$ cat src/rtl/uart_rx_frame.sv
// Oversampling UART receiver: 2-FF synchroniser, 3-sample majority vote, 5..9 data bits,
// 1/2 stop bits, valid/ready output. Define UART_RX_PARITY_EN to add a parity bit after the data.
module uart_rx_frame #(
  parameter int CLK_RATE    = 100000000,
  parameter int BAUD_RATE   = 115200,
  parameter int WORD_LENGTH = 8,
  parameter int STOP_BITS   = 1,
  parameter int PARITY_ODD  = 0
) (
  input  logic                   i_clk,
  input  logic                   i_rst,
  input  logic                   i_rx_serial,
  input  logic                   i_rx_ready,
  output logic                   o_rx_valid,
  output logic [WORD_LENGTH-1:0] o_rx_byte,
  output logic                   o_frame_err,
  output logic                   o_parity_err,
  output logic                   o_overrun,
  output logic                   o_busy
);

  localparam int CPB = CLK_RATE / BAUD_RATE;
  localparam int MID = CPB / 2;
  localparam int CW  = $clog2(CPB);

  if (CPB < 8 || WORD_LENGTH < 5 || WORD_LENGTH > 9 || STOP_BITS < 1 || STOP_BITS > 2 ||
      PARITY_ODD < 0 || PARITY_ODD > 1) begin : g_bad_cfg
    $error("uart_rx_frame: unsupported parameter set");
  end

  typedef enum logic [2:0] {
    S_IDLE,
    S_START,
    S_DATA,
`ifdef UART_RX_PARITY_EN
    S_PARITY,
`endif
    S_STOP
  } state_t;

  state_t                 state_q, state_d;
  logic                   rx_meta_q, rx_meta_d;
  logic                   rx_s_q, rx_s_d;
  logic                   rx_prev_q, rx_prev_d;
  logic [CW-1:0]          clk_cnt_q, clk_cnt_d;
  logic [3:0]             bit_idx_q, bit_idx_d;
  logic                   stop_idx_q, stop_idx_d;
  logic [1:0]             samp_q, samp_d;
  logic [WORD_LENGTH-1:0] shreg_q, shreg_d;
  logic                   fe_pend_q, fe_pend_d;
  logic                   valid_q, valid_d;
  logic [WORD_LENGTH-1:0] byte_q, byte_d;
  logic                   frame_err_q, frame_err_d;
  logic                   overrun_q, overrun_d;
  logic                   busy_q, busy_d;
`ifdef UART_RX_PARITY_EN
  localparam logic PODD = (PARITY_ODD != 0);
  logic                   pe_pend_q, pe_pend_d;
  logic                   parity_err_q, parity_err_d;
`endif

  logic vote, at_vote, bit_end, commit, commit_fe;

  assign vote    = (samp_q[0] & samp_q[1]) | (samp_q[0] & rx_s_q) | (samp_q[1] & rx_s_q);
  assign at_vote = (clk_cnt_q == CW'(MID + 1));
  assign bit_end = (clk_cnt_q == CW'(CPB - 1));

  always_comb begin
    state_d     = state_q;
    rx_meta_d   = i_rx_serial;
    rx_s_d      = rx_meta_q;
    rx_prev_d   = rx_s_q;
    clk_cnt_d   = clk_cnt_q;
    bit_idx_d   = bit_idx_q;
    stop_idx_d  = stop_idx_q;
    samp_d      = samp_q;
    shreg_d     = shreg_q;
    fe_pend_d   = fe_pend_q;
    valid_d     = valid_q;
    byte_d      = byte_q;
    frame_err_d = frame_err_q;
    overrun_d   = 1'b0;
    commit      = 1'b0;
    commit_fe   = fe_pend_q;
`ifdef UART_RX_PARITY_EN
    pe_pend_d    = pe_pend_q;
    parity_err_d = parity_err_q;
`endif

    if (state_q != S_IDLE) begin
      clk_cnt_d = bit_end ? '0 : clk_cnt_q + CW'(1);
      if (clk_cnt_q == CW'(MID - 1)) samp_d[0] = rx_s_q;
      if (clk_cnt_q == CW'(MID))     samp_d[1] = rx_s_q;
    end

    case (state_q)
      S_IDLE: begin
        if (rx_prev_q && !rx_s_q) begin
          state_d   = S_START;
          clk_cnt_d = '0;
          fe_pend_d = 1'b0;
`ifdef UART_RX_PARITY_EN
          pe_pend_d = 1'b0;
`endif
        end
      end
      S_START: begin
        if (at_vote && vote) begin
          state_d = S_IDLE;
        end else if (bit_end) begin
          state_d   = S_DATA;
          bit_idx_d = '0;
        end
      end
      S_DATA: begin
        if (at_vote) shreg_d = {vote, shreg_q[WORD_LENGTH-1:1]};
        if (bit_end) begin
          if (bit_idx_q == 4'(WORD_LENGTH - 1)) begin
`ifdef UART_RX_PARITY_EN
            state_d = S_PARITY;
`else
            state_d = S_STOP;
`endif
            stop_idx_d = 1'b0;
          end else begin
            bit_idx_d = bit_idx_q + 4'd1;
          end
        end
      end
`ifdef UART_RX_PARITY_EN
      S_PARITY: begin
        if (at_vote && (vote != ((^shreg_q) ^ PODD))) pe_pend_d = 1'b1;
        if (bit_end) begin
          state_d    = S_STOP;
          stop_idx_d = 1'b0;
        end
      end
`endif
      S_STOP: begin
        if (at_vote) begin
          commit_fe = fe_pend_q | ~vote;
          fe_pend_d = commit_fe;
          // Leave mid-bit on the last stop vote so a back-to-back start edge is seen.
          if (stop_idx_q == 1'(STOP_BITS - 1)) begin
            commit  = 1'b1;
            state_d = S_IDLE;
          end
        end else if (bit_end) begin
          stop_idx_d = 1'b1;
        end
      end
      default: state_d = S_IDLE;
    endcase

    if (commit) begin
      if (!valid_q || i_rx_ready) begin
        valid_d     = 1'b1;
        byte_d      = shreg_q;
        frame_err_d = commit_fe;
`ifdef UART_RX_PARITY_EN
        parity_err_d = pe_pend_q;
`endif
      end else begin
        overrun_d = 1'b1;
      end
    end else if (valid_q && i_rx_ready) begin
      valid_d = 1'b0;
    end

    busy_d = (state_d != S_IDLE);
  end

  always_ff @(posedge i_clk) begin
    if (i_rst) begin
      state_q     <= S_IDLE;
      rx_meta_q   <= 1'b1;
      rx_s_q      <= 1'b1;
      rx_prev_q   <= 1'b1;
      clk_cnt_q   <= '0;
      bit_idx_q   <= '0;
      stop_idx_q  <= 1'b0;
      samp_q      <= 2'b11;
      shreg_q     <= '0;
      fe_pend_q   <= 1'b0;
      valid_q     <= 1'b0;
      byte_q      <= '0;
      frame_err_q <= 1'b0;
      overrun_q   <= 1'b0;
      busy_q      <= 1'b0;
`ifdef UART_RX_PARITY_EN
      pe_pend_q    <= 1'b0;
      parity_err_q <= 1'b0;
`endif
    end else begin
      state_q     <= state_d;
      rx_meta_q   <= rx_meta_d;
      rx_s_q      <= rx_s_d;
      rx_prev_q   <= rx_prev_d;
      clk_cnt_q   <= clk_cnt_d;
      bit_idx_q   <= bit_idx_d;
      stop_idx_q  <= stop_idx_d;
      samp_q      <= samp_d;
      shreg_q     <= shreg_d;
      fe_pend_q   <= fe_pend_d;
      valid_q     <= valid_d;
      byte_q      <= byte_d;
      frame_err_q <= frame_err_d;
      overrun_q   <= overrun_d;
      busy_q      <= busy_d;
`ifdef UART_RX_PARITY_EN
      pe_pend_q    <= pe_pend_d;
      parity_err_q <= parity_err_d;
`endif
    end
  end

  assign o_rx_valid  = valid_q;
  assign o_rx_byte   = byte_q;
  assign o_frame_err = frame_err_q;
  assign o_overrun   = overrun_q;
  assign o_busy      = busy_q;
`ifdef UART_RX_PARITY_EN
  assign o_parity_err = parity_err_q;
`else
  assign o_parity_err = 1'b0;
`endif

endmodule

$ cat config.mk
export PLATFORM = sky130hd
export DESIGN_NAME = uart_rx_frame
export DESIGN_NICKNAME = d
export VERILOG_FILES = /design/src/rtl/uart_rx_frame.sv
export SDC_FILE = /design/constraint.sdc
export NUM_CORES = 1
export LEC_CHECK = 0
export ABC_AREA = 1
export BUFFER_PORTS_ARGS = -buffer_cell sky130_fd_sc_hd__buf_4
export CORE_MARGIN = 10
export CORE_UTILIZATION = 50
export DETAILED_ROUTE_END_ITERATION = 16
export GPL_ROUTABILITY_DRIVEN = 0
export PLACE_DENSITY = 0.68
export SLEW_MARGIN = 20
export SYNTH_ARGS = -nofsm -noshare
export SYNTH_HDL_FRONTEND = slang
export SYNTH_SLANG_ARGS = --single-unit
$ cat constraint.sdc
create_clock -name i_clk -period 2.5 [get_ports i_clk]
set_clock_uncertainty 0.05 [all_clocks]
set_input_delay 0.125 -clock i_clk [delete_from_list [all_inputs] [get_ports i_clk]]
set_output_delay 0.125 -clock i_clk [all_outputs]
set_load 0.01 [all_outputs]
# Word level (Yosys, flattened, before mapping)

Cells that the tools add are included.

Input port bits: 4
Output and inout bits: 13
Bits in registers: 44

Bitwise gates (word level): 8
Reductions and logical operators: 22
Multiplexer cells: 33
$add $sub $neg: 2
Equality and inequality tests: 17

Operator list:

| cell                                                  | count |
|---|---|
| 2-to-1 mux 10 bit                                     | 4 |
| equality test 10 x 9 -> 1 bit (second input constant) | 3 |
| 2-to-1 mux 3 bit                                      | 7 |
| 2-to-1 mux 4 bit                                      | 4 |
| inequality test 2 bit (second input constant)         | 8 |
| 2-to-1 mux 1 bit                                      | 14 |
| case mux 3 bit (4 select lines)                       | 1 |
| AND reduction 2 bit                                   | 6 |
| adder 10 x 1 -> 10 bit (second input constant)        | 1 |
| equality test 10 bit (second input constant)          | 1 |
| AND reduction 5 bit                                   | 2 |
| case mux 4 bit (2 select lines)                       | 1 |
| nonzero test 2 bit                                    | 4 |
| equality test 3 x 2 -> 1 bit (second input constant)  | 2 |
| nonzero test 3 bit                                    | 2 |
| adder 4 x 1 -> 4 bit (second input constant)          | 1 |
| equality test 4 x 3 -> 1 bit (second input constant)  | 1 |
| case mux 1 bit (2 select lines)                       | 2 |
| bitwise AND 1 bit                                     | 3 |
| equality test 3 x 1 -> 1 bit (second input constant)  | 1 |
| logical AND 1 bit                                     | 3 |
| logical NOT 3 bit                                     | 1 |
| bitwise OR 1 bit                                      | 3 |
| logical NOT 1 bit                                     | 2 |
| 4 further kinds                                       | 5 |

# Logic depth before layout (Yosys ltp)

Depth in word-level cells: 7
Depth in mapped cells: 9

# Worst setup path after synthesis

Ideal clock, no wire load.

Kind: flip-flop to flip-flop
From: register clk_cnt_q[0]
To: register frame_err_q, in the netlist o_frame_err
Library setup time: 0.113 ns
Path buffers: 0
Stages on the path, launching flop included: 9
Period minus slack after synthesis: 1.528 ns
Slack: 0.972 ns
Arrival: 1.365 ns
Cells stage by stage: dfxtp_1 > ha_1 > nand2_1 > nor2_4 > nand3_4 > nor3_4 > nand2_1 > nand2_1 > nor2_1

Longest elaborated chain between the ends: 4

RTL lines:

| what                                 | RTL line | text |
|---|---|---|
| start: declaration                   | 45       | `logic [CW-1:0] clk_cnt_q, clk_cnt_d;` |
| start signal: assignment             | 199      | `clk_cnt_q <= clk_cnt_d;` |
| equality test 10 x 9 -> 1 bit *      | 65       | `assign at_vote = (clk_cnt_q == CW'(MID + 1));` |
| 2-to-1 mux 1 bit                     | 140      | `if (at_vote) begin` |
| 2-to-1 mux 1 bit                     | 96       | `case (state_q)` |
| AND reduction 2 bit (no source line) | n/a      |  |
| end signal: assignment               | 207      | `frame_err_q <= frame_err_d;` |
| end: declaration                     | 53       | `logic frame_err_q, frame_err_d;` |

Every way passes the cells marked *; elsewhere a longest branch is shown, timed or not.
A chain may end at the register's enable or synchronous reset.

# Worst setup path after layout

From: register clk_cnt_q[0]
To: register bit_idx_q[1]

Longest elaborated chain between the ends: 4

RTL lines:

| what                                   | RTL line | text |
|---|---|---|
| equality test 10 x 9 -> 1 bit          | 65       |  |
| logical AND 1 bit                      | 108      | `if (at_vote && vote) begin` |
| inequality test 2 bit (no source line) | n/a      |  |
| AND reduction 5 bit (no source line) * | n/a      |  |
| end signal: assignment                 | 200      | `bit_idx_q <= bit_idx_d;` |
| end: declaration                       | 46       | `logic [3:0] bit_idx_q, bit_idx_d;` |

Marked as above.

==> results.md <==
- CTS Sinks: 44
- DR pass1 iterations: 4
- Resized Gates After CTS: 0
- Critical Path Source Type: flop
- Reg2reg path depth: 9
- Initial antenna violation count: 0
- Gr busiest metal: met2
- Effective utilization at floorplan: 52.08%
- Worst-path clk slew: 0.09 ns
- Total power: 1.324 mW
- DRC: 0
- NumNets Final: 317
- CTS tree: built
- Fmax: 570.3 MHz
- Main synth FF type: dfxtp_1
- Final Cell Area: 0.002387 sq mm
- Post-DP HPWL: 3031 um
- GRT overflow: 0
- Min Tclk post-route: ~1.8 ns
- First-pass GRT wire length: 7203 um
- Die Area: between 0.007 and 0.008 sq mm
- Peak supply drop: slightly below 300 uV
- P per Cell Area: about 550 mW/mm^2
- GRT Total Usage: 11.65%
- Post-Syn Area per Cell: 7.262 sq um
- Layout cells sized above 1: between 10% and 20%
- Largest net degree at the start of global routing: 27
- Syn Std Cell Area: 0.002113 sq mm
- Synth-to-layout area growth: 12.97%
- Final-report setup violation count: 0
- Most common cell on crit path: nand2_1
- CP required: 2.70 ns
- Crit path arrival time: 1.95 ns
- Fin util: 58.83%
- Min-Delay Path Class: in -> reg
- Synth Register Bits: 44
- Met1 usage: 15.15%
- Final cycle utilization of the critical path: a little over two thirds
- Worst path slowest cell: dfxtp_1
- Num CTS Buffers: 5
- Critical path class: reg -> reg
- Final Max Slew Viols: 0
- Synth unique cells: 35
- Core area: 0.004058 sq mm
- CTS max path bufs: 2
- Post-Synthesis Cells: slightly below 300
- Routing usage on met3: 4.302%
- IO Pins: 17
- RSZ-0062 raised after global routing: no
- Wire per inst: 11.40 um
- Status: complete, no violations
- DRT Wirelength: just over 4000 um
- Post-synth ARST share: 0%
- Critical path's largest stage delay: between 0.4 and 0.5 ns
- Initial DRC Count: 120
- Met2 Track Usage GR: between 10% and 20%
- Clock Tree Root: clkbuf_8
- Die Wd: roughly 85 um
- Crit path capture type: flop
- Routed vias: between 1500 and 2000
- Synth warnings: 0
- Number of flops mapped to enable cells by yosys: 0
- Total negative setup slack: 0 ns
- Setup Buffers After CTS: 0
- Final Hold Vio Count: 0
- Via density per instance: between 4 and 5
- Worst hold stages: 2
- DRT antenna net count: 0
- Vias in the first global route: between 1500 and 2000
- Max-cap violations: 0
- Placed Instance Area: about 0.0023 sq mm
- Worst-path fanout max: 7
- Worst-Skew Late Latency: 0.30 ns
- Leakage Power: 1.030 nW
- Sequential-to-total area share from yosys stat: a little over two fifths
- IO buf count: 15
- Diode count: 0
- H-tree levels: 2
- Die Y: 85.01 um
- CP cell instances: ha_1, inv_1, nor2_2, nand3_2, nand2_1, nand3_2, nand2_1, nand2_1, nor2_1
- FP Rows: 23
-- worst paths after layout --
path | start | end | slack [ns]
max reg2reg | clk_cnt_q[0] | bit_idx_q[1] | 0.75
min | i_rst | shreg_q[7] | 0.03
min reg2reg | rx_meta_q | rx_prev_d | 0.37
max | clk_cnt_q[0] | bit_idx_q[1] | 0.75
-- registers in the layout, summed over array words and instances, names as in the netlist --
register,flops
state_q,3
bit_idx_q,4
samp_q,2
stop_idx_q,1
clk_cnt_q,10
o_overrun,1
o_frame_err,1
o_busy,1
fe_pend_q,1
o_rx_byte,8
rx_prev_q,1
o_rx_valid,1
rx_prev_d,1
shreg_q,8
rx_meta_q,1
-- power breakdown --
group | internal [mW] | switching (mW) | leakage (nW)
combinational | 0.0190 | 0.0355 | 0.616
sequential | 0.708 | 0.00880 | 0.356
clock | 0.301 | 0.252 | 0.0583
-- metal layers --
metal  part of all wire [%]  wire length, um
met4                    1.4               59
met3                    7.4              304
met1                     50             2050
met5                      0                0
met2                     41             1691
-- worst max-delay path, delay by kind of cell, from the launching register on --
| kind | cells | cell delay (ns) |
|---|---|---|
| AND/OR/NAND/NOR | 7 | 0.90 |
| flip-flops | 1 | 0.44 |
| buffers and inverters | 1 | 0.06 |
| adder cells (fa/ha/maj) | 1 | 0.25 |
-- cells by family after synthesis --
group           after synthesis  synth area share, %
flops                        44                41.68
buf+inv                      46                8.585
other cells                   1               0.1774
compound gates               43                11.43
simple gates                153                35.76
fa+ha+maj                     4                2.368
-- cells in the mapped netlist, types with 2 or more instances --
library cell / n / share of area, %
nand2_1: 59 / 10
nor2_1: 45 / 8.0
dfxtp_1: 44 / 42
inv_1: 33 / 5.9
a21oi_1: 16 / 3.8
nand3_1: 13 / 3.1
o21ai_1: 10 / 2.4
o21ai_0: 9 / 2.1
nand4_1: 8 / 2.4
inv_2: 7 / 1.2
nor3_1: 5 / 1.2
ha_1: 4 / 2.4
nand3_2: 4 / 1.9
nand2_2: 3 / 0.89
nand3b_1: 3 / 1.1
or2_2: 3 / 0.89
buf_4: 2 / 0.71
clkbuf_1: 2 / 0.36
nor2_2: 2 / 0.59
nor2_4: 2 / 1.1
nor3_4: 2 / 1.5
o211ai_1: 2 / 0.71
-- per-stage QoR --
stage                     instances  setup slack, ns  hold slack [ns]
after floorplan                 292           0.9716           0.1788
after global placement          351           0.7742           0.2637
after detailed placement        351           0.7581           0.2624
after CTS                       360           0.7434          0.03321
after global routing            360           0.5593          0.03909
final                           360           0.7466          0.02968
-- area by class of cell --
cell class                 instances  area [sq um]
clock inverter                     3         47.55
timing repair buffer              16         122.6
sequential                        44         880.8
clock buffer                       5         68.82
multi-input combinational        202          1055
fill                             391          1670
inverter                          40         150.1
tap                               50         62.56
-- repair_timing --
item / in CTS / in global routing
hold endpoints to repair: 1 / 0
hold buffers: 1 / 0
endpoints found under the setup margin: 0 / 0
-- layout by cell type, fill, tap and decap left out, drive strengths merged --
| cell | instances |
|---|---|
| nand4 | 9 |
| inv | 40 |
| nor2 | 50 |
| o21bai | 1 |
| nor3b | 1 |
| o22ai | 1 |
| dfxtp | 44 |
| a21oi | 16 |
| o21ai | 20 |
| o211ai | 2 |
| o31ai | 1 |
| buf | 15 |
| or2 | 3 |
| nand2 | 62 |
| conb | 2 |
| bufinv | 1 |
| nor3 | 7 |
| o2111ai | 1 |
| nand3b | 3 |
| clkinv | 2 |
| ha | 4 |
| clkbuf | 5 |
| dlygate4sd3 | 1 |
| nand3 | 18 |
| a211oi | 1 |
No activity file was read; power rests on OpenSTA's default activity.
